[src/rtl/freq_scan_ctrl.sv]
// Time-shares one synchronised probe counter across NUM_CH inputs. A round-robin
// background scan and single-shot host requests feed a settle/gate measurement FSM.
module freq_scan_ctrl #(
   parameter int NUM_CH   = 8,
   parameter int CLK_FREQ = 12000000,
   parameter int GATE_DIV = 10,
   parameter int SETTLE   = 16,
   localparam int CW      = (NUM_CH > 1) ? $clog2(NUM_CH) : 1
) (
   input  logic              sys_clock,
   input  logic              sys_resetn,
   input  logic              enable,
   input  logic [NUM_CH-1:0] chan_mask,
   output logic [CW-1:0]     probe_sel,
   input  logic [23:0]       count_in,
   input  logic              req_valid,
   input  logic [CW-1:0]     req_chan,
   output logic              req_ready,
   output logic              res_valid,
   input  logic              res_ready,
   output logic [CW-1:0]     res_chan,
   output logic [23:0]       res_freq,
   output logic              res_src,
   output logic              res_err,
   output logic              busy
);

   localparam int GATE_LEN = CLK_FREQ / GATE_DIV;
   localparam int CNT_MAX  = (GATE_LEN > SETTLE) ? GATE_LEN : SETTLE;
   localparam int CNT_W    = $clog2(CNT_MAX + 1);

   typedef enum logic [2:0] {
      ST_IDLE    = 3'd0,
      ST_SELECT  = 3'd1,
      ST_SETTLE  = 3'd2,
      ST_START   = 3'd3,
      ST_GATE    = 3'd4,
      ST_CAPTURE = 3'd5,
      ST_OUTPUT  = 3'd6
   } state_t;

   state_t           state_r;
   state_t           state_nxt_s;
   logic [CNT_W-1:0] cnt_r;
   logic [CW-1:0]    last_ch_r;
   logic [CW-1:0]    chan_r;
   logic             src_r;
   logic [23:0]      start_cnt_r;
   logic [23:0]      end_cnt_r;
   logic [CW-1:0]    probe_sel_r;
   logic [CW-1:0]    res_chan_r;
   logic [23:0]      res_freq_r;
   logic             res_valid_r;
   logic             res_src_r;
   logic             res_err_r;
   logic             busy_r;

   logic [CW:0]      scan_sum_s;
   logic [CW-1:0]    scan_idx_s;
   logic [CW-1:0]    scan_ch_s;
   logic             scan_hit_s;
   logic             req_err_s;
   logic             host_take_s;
   logic             scan_take_s;
   logic             cnt_zero_s;

   // Round-robin pick: walk downward so the nearest set bit after last_ch is written last.
   always_comb begin
      scan_sum_s = {(CW+1){1'b0}};
      scan_idx_s = {CW{1'b0}};
      scan_ch_s  = {CW{1'b0}};
      scan_hit_s = |chan_mask;
      for (int i = NUM_CH; i >= 1; i--) begin
         scan_sum_s = {1'b0, last_ch_r} + (CW+1)'(i);
         scan_idx_s = CW'((scan_sum_s >= (CW+1)'(NUM_CH)) ? (scan_sum_s - (CW+1)'(NUM_CH)) : scan_sum_s);
         scan_ch_s  = chan_mask[scan_idx_s] ? scan_idx_s : scan_ch_s;
      end
   end

   assign req_err_s   = ({1'b0, req_chan} >= (CW+1)'(NUM_CH));
   assign host_take_s = (state_r == ST_IDLE) && req_valid;
   assign scan_take_s = (state_r == ST_IDLE) && !req_valid && enable && scan_hit_s;
   assign cnt_zero_s  = (cnt_r == {CNT_W{1'b0}});

   // Next-state decode for the measurement sequence.
   always_comb begin
      state_nxt_s = state_r;
      case (state_r)
         ST_IDLE: begin
            if (host_take_s) begin
               if (req_err_s) begin
                  state_nxt_s = ST_OUTPUT;
               end else begin
                  state_nxt_s = ST_SELECT;
               end
            end else if (scan_take_s) begin
               state_nxt_s = ST_SELECT;
            end else begin
               state_nxt_s = ST_IDLE;
            end
         end
         ST_SELECT:  state_nxt_s = ST_SETTLE;
         ST_SETTLE:  state_nxt_s = cnt_zero_s ? ST_START : ST_SETTLE;
         ST_START:   state_nxt_s = ST_GATE;
         ST_GATE:    state_nxt_s = cnt_zero_s ? ST_CAPTURE : ST_GATE;
         ST_CAPTURE: state_nxt_s = ST_OUTPUT;
         ST_OUTPUT:  state_nxt_s = (res_valid_r && res_ready) ? ST_IDLE : ST_OUTPUT;
         default:    state_nxt_s = ST_IDLE;
      endcase
   end

   // State register.
   always_ff @(posedge sys_clock or negedge sys_resetn) begin
      if (!sys_resetn) begin
         state_r <= ST_IDLE;
      end else begin
         state_r <= state_nxt_s;
      end
   end

   // Datapath: channel choice, counters, snapshots and the result holding registers.
   always_ff @(posedge sys_clock or negedge sys_resetn) begin
      if (!sys_resetn) begin
         cnt_r       <= {CNT_W{1'b0}};
         last_ch_r   <= CW'(NUM_CH - 1);
         chan_r      <= {CW{1'b0}};
         src_r       <= 1'b0;
         start_cnt_r <= 24'd0;
         end_cnt_r   <= 24'd0;
         probe_sel_r <= {CW{1'b0}};
         res_chan_r  <= {CW{1'b0}};
         res_freq_r  <= 24'd0;
         res_valid_r <= 1'b0;
         res_src_r   <= 1'b0;
         res_err_r   <= 1'b0;
         busy_r      <= 1'b0;
      end else begin
         busy_r <= (state_nxt_s != ST_IDLE);
         case (state_r)
            ST_IDLE: begin
               if (host_take_s) begin
                  chan_r <= req_chan;
                  src_r  <= 1'b1;
                  if (req_err_s) begin
                     res_chan_r  <= req_chan;
                     res_freq_r  <= 24'd0;
                     res_src_r   <= 1'b1;
                     res_err_r   <= 1'b1;
                     res_valid_r <= 1'b1;
                  end
               end else if (scan_take_s) begin
                  chan_r    <= scan_ch_s;
                  last_ch_r <= scan_ch_s;
                  src_r     <= 1'b0;
               end
            end
            ST_SELECT: begin
               probe_sel_r <= chan_r;
               cnt_r       <= CNT_W'(SETTLE - 1);
            end
            ST_SETTLE: begin
               if (!cnt_zero_s) begin
                  cnt_r <= cnt_r - CNT_W'(1);
               end
            end
            ST_START: begin
               start_cnt_r <= count_in;
               cnt_r       <= CNT_W'(GATE_LEN - 1);
            end
            ST_GATE: begin
               // End snapshot on the last gate cycle keeps the window exactly GATE_LEN edges.
               if (cnt_zero_s) begin
                  end_cnt_r <= count_in;
               end else begin
                  cnt_r <= cnt_r - CNT_W'(1);
               end
            end
            ST_CAPTURE: begin
               res_freq_r  <= end_cnt_r - start_cnt_r;
               res_chan_r  <= chan_r;
               res_src_r   <= src_r;
               res_err_r   <= 1'b0;
               res_valid_r <= 1'b1;
            end
            ST_OUTPUT: begin
               if (res_ready) begin
                  res_valid_r <= 1'b0;
               end
            end
            default: begin
               res_valid_r <= 1'b0;
            end
         endcase
      end
   end

   assign req_ready = sys_resetn & host_take_s;
   assign probe_sel = probe_sel_r;
   assign res_valid = res_valid_r;
   assign res_chan  = res_chan_r;
   assign res_freq  = res_freq_r;
   assign res_src   = res_src_r;
   assign res_err   = res_err_r;
   assign busy      = busy_r;

endmodule

[config.mk]
export PLATFORM = sky130hd
export DESIGN_NAME = freq_scan_ctrl
export DESIGN_NICKNAME = d
export VERILOG_FILES = /design/src/rtl/freq_scan_ctrl.sv
export SDC_FILE = /design/constraint.sdc
export NUM_CORES = 1
export LEC_CHECK = 0
export ABC_AREA = 1
export CAP_MARGIN = 5
export CELL_PAD_IN_SITES_DETAIL_PLACEMENT = 0
export CELL_PAD_IN_SITES_GLOBAL_PLACEMENT = 2
export CORE_UTILIZATION = 36
export CTS_CLUSTER_SIZE = 40
export DETAILED_ROUTE_END_ITERATION = 10
export PLACE_DENSITY_LB_ADDON = 0.05
export SLEW_MARGIN = 20
export SYNTH_ARGS = -nofsm -noshare
export SYNTH_HDL_FRONTEND = slang
export SYNTH_SLANG_ARGS = --single-unit
[constraint.sdc]
create_clock -name sys_clock -period 3.45 [get_ports sys_clock]
set_clock_uncertainty 0.05 [all_clocks]
set_input_delay 0.345 -clock sys_clock [delete_from_list [all_inputs] [get_ports sys_clock]]
set_output_delay 0.345 -clock sys_clock [all_outputs]
set_load 0.02 [all_outputs]
==> summary.txt <==
Route
  • Routed length per placed instance: between 10 and 15 um
  • Pre-Repair DR Iteration Count: 8
  • Count of vias placed by the detailed router: 5956
  • Number of design-rule violations left by the first detailed-router iteration: roughly 340
  • Number of nets with antenna violations after routing: 0
  • DRT Wirelength: ~18000 um
  • Detailed-route vias per instance: 4.963
  • Drc violations: 2

Logic synthesis
  • Count of synthesis-stage warnings from yosys: 0
  • Area share of fa/ha/maj cells after synthesis: 5.141%
  • Synth async-reset ratio: 100.0%
  • Share of cell area taken by muxes after synthesis: 0%
  • Largest family of logic cells by synthesized area: simple AND/OR/NAND/NOR gates
  • Per-instance average area after synthesis: roughly 7.5 um^2
  • Simple-gate share of the synthesized area: 28.07%
  • Share of synthesized area occupied by flip-flops and latches: a little over two fifths
  • XOR/XNOR Fraction of Synth Area: under 10%
  • Synthesized cell area: about 6700 um^2
  • Number of enable flip-flop cells after synthesis: 0
  • Area fraction in compound gates after synthesis: between 10% and 20%
  • Mapped Nets: about 960
  • Mapped Cells: 897
  • Register bit count reported by yosys: 112
  • Cell variety after synth: 50
  • Dominant register cell in the synthesized netlist: dfrtp_1

Pwr
  • Max VDD drop: 0.3366 mV
  • Cell leakage power: 3.940 nW
  • Power density of the placed cells: roughly 960 nW/um^2

Critical path
  • Endpoint kind of the worst setup timing path: primary output
  • Peak fanout along the critical path: 5
  • Data arrival time of the critical path: 2.22 ns
  • CP Class: flop to primary output
  • Required time at the worst-slack endpoint: between 3 and 4 ns
  • Kind of start point of the critical path: flop

Cells and area
  • Layout area overhead: 18.48%
  • Final design utilization: ~44%
  • Antenna cells: 0
  • Layout cell share with drive strength beyond 1: 7.106%
  • Number of filler cells placed in the layout: roughly 1900
  • Register Area: 2806 um^2
  • Net count, final: between 1000 and 1500
  • Multi-input gate area in the final layout: between 3000 and 4000 um^2

CTS
  • Insertion delay to the later sink of the worst-skew pair: around 0.36 ns
  • CTS tree: done
  • CTS root buffer: clkbuf_16
  • CTS clock-pin slew for the worst setup and hold paths: 0.09 ns
  • Clock buffer depth: 2
  • Number of levels the H-tree was split into: 3
  • # clock sinks: 112
  • Clock buffer count from CTS: 9

Run status
  • Status: finished with violations
  • Failing checks: design-rule violations

STA
  • Setup repair after global routing missed its margin: false
  • Maximum clock rate: 382.1 MHz
  • Count of endpoints failing hold in the final timing report: 0
  • Slew Limit Fails: 0
  • Final period utilization: 75.86%
  • Relative slew slack: a little over two fifths
  • Transition time at the pin with the least slew margin: ~0.85 ns
  • Final-layout worst hold slack: 0.3761 ns
  • Clock period minus worst slack: 2.617 ns
  • Setup-failing EPs final: 0
  • Final-layout setup total negative slack: 0 ns

Run
  • Total of max-cap violations: 0

Placed design
  • # port buffers: between 70 and 80
  • Placed wire-length estimate: about 13000 um
  • Final estimated routing congestion in global placement: a little over 0.9

Global routing
  • Global-route wire length before repair: 29370 um
  • Aggregate global routing overflow: 0
  • Number of global-route vias before repair: between 5000 and 6000
  • Largest net degree at the start of global routing: 66
  • Number of antenna violations at the first check in global routing: 0
  • Total global-route track usage: between 15 and 20%

Die
  • Die boundary height: approximately 140 um
  • Std-Cell Core Area: 18150 um^2
  • I/O pins: between 70 and 80
  • Initial cell density of the core: 37.02%
  • Die width: about 140 um
  • Row Count: between 40 and 50
  • Die area: 19210 um^2

Hold path
  • Worst min-delay path category: primary input to async pin
cells by family after synthesis:
kind of cell / Yosys count
flops: 112
buf+inv: 149
compound gates: 168
xor+xnor: 15
fa+ha+maj: 27
simple gates: 425
other cells: 1
Yosys cell counts (2+ instances only):
library cell | count | area, um^2
nand3b_1 | 8 | 60.06
dfrtp_1 | 109 | 2728
a22oi_1 | 7 | 52.55
clkinv_2 | 2 | 10.01
ha_1 | 26 | 325.3
o21ai_1 | 24 | 120.1
buf_2 | 3 | 15.01
or2_2 | 2 | 12.51
nor4_1 | 5 | 31.28
clkbuf_1 | 12 | 45.04
xnor2_1 | 8 | 70.07
inv_2 | 8 | 30.03
or3_1 | 2 | 12.51
a31oi_1 | 6 | 37.54
buf_4 | 2 | 15.01
nor2_2 | 5 | 31.28
nand2_1 | 249 | 934.7
nor2_4 | 2 | 22.52
nand2_2 | 9 | 56.30
buf_6 | 4 | 45.04
nand3_1 | 56 | 280.3
o31ai_1 | 2 | 15.01
a21o_1 | 3 | 22.52
nand3_2 | 4 | 40.04
inv_1 | 116 | 435.4
o211ai_1 | 2 | 15.01
dfstp_2 | 3 | 78.83
o21ai_0 | 83 | 415.4
a21oi_2 | 2 | 17.52
o21bai_1 | 2 | 15.01
nand4_1 | 7 | 43.79
a21oi_1 | 32 | 160.2
xor2_1 | 7 | 61.31
nor2_1 | 52 | 195.2
nor3_1 | 15 | 75.07
nor3b_1 | 4 | 30.03
stage by stage:
| stage | total power, mW | worst slack (ns) | instance area, um^2 | std cells |
|---|---|---|---|---|
| floorplan | 5.192 | 1.188 | 6718 | 897 |
| CTS | 7.656 | 0.8034 | 7959 | 1200 |
| global placement | 6.481 | 1.021 | 7637 | 1183 |
| finish | 7.616 | 0.8330 | 7959 | 1200 |
| detailed placement | 6.493 | 0.9723 | 7637 | 1183 |
| global route | 8.339 | 0.7071 | 7959 | 1200 |
where the power goes:
group	switching, mW	internal (mW)	leakage, nW
Combinational	2.77	1.59	2.47
Sequential	0.331	1.80	1.32
Clock	0.540	0.585	0.156
per-layer routing:
layer	vias up	global-route usage [%]	share of wire, %	wire, um
met5	-	0	0	0
met4	0	6.919	2.0	359
met3	20	2.244	3.3	591
met2	139	27.52	41	7288
met1	2752	29.81	53	9404
li1	3045	-	-	-
cells in the final DEF, fill, tap and decap left out, types with 7 or more instances in the layout:
cell type	Yosys	routed
a21oi_1	32	32
a22oi_1	7	7
buf_4	2	7
clkbuf_16	0	9
clkdlybuf4s50_1	0	72
dfrtp_1	109	109
ha_1	26	26
inv_1	116	116
inv_2	8	8
nand2_1	249	249
nand2_2	9	9
nand3_1	56	56
nand3b_1	8	8
nand4_1	7	7
nor2_1	52	52
nor3_1	15	15
o21ai_0	83	83
o21ai_1	24	24
xnor2_1	8	8
xor2_1	7	7
final cells by class:
| class | count | share of cell area, % |
|---|---|---|
| clock buffer | 9 | 2.830 |
| clock inverter | 7 | 1.085 |
| inverter | 127 | 6.053 |
| multi-input combinational | 636 | 41.33 |
| sequential | 112 | 35.26 |
| tap | 229 | 3.600 |
| timing repair buffer | 80 | 9.841 |
sequential cells by signal (all words and copies together), names as in the netlist:
register     count
busy             1
chan_r           3
cnt_r           21
end_cnt_r       24
last_ch_r        3
probe_sel        3
res_chan         3
res_freq        24
res_src          1
res_valid        1
src_r            1
start_cnt_r     24
state_r          3
timing repair:
action,CTS,global route
buffers inserted,0,0
resized for setup,0,0
hold buffers,1,0
endpoints found under the hold margin,17,0
worst paths after layout:
kind,from,to,cells past startpoint,slack [ns]
worst min register to register,res_freq[19],res_freq[19],2,0.43
worst max register to register,start_cnt_r[0],res_freq[18],12,0.97
worst max-delay path,state_r[0],req_ready,6,0.83
worst min-delay path,sys_resetn,cnt_r[14],2,0.38
min in group sys_clock,res_freq[19],res_freq[19],2,0.43
max in group asynchronous,sys_resetn,cnt_r[3],3,1.82
worst max-delay path, stage by stage (launching register included):
cell and delay (ns):
dfrtp_1 0.43, nor2_1 0.22, nand2_1 0.12, nor2_1 0.21, inv_1 0.13, nor2_1 0.13
clkdlybuf4s50_1 0.62
No activity file was read; power rests on OpenSTA's default activity.
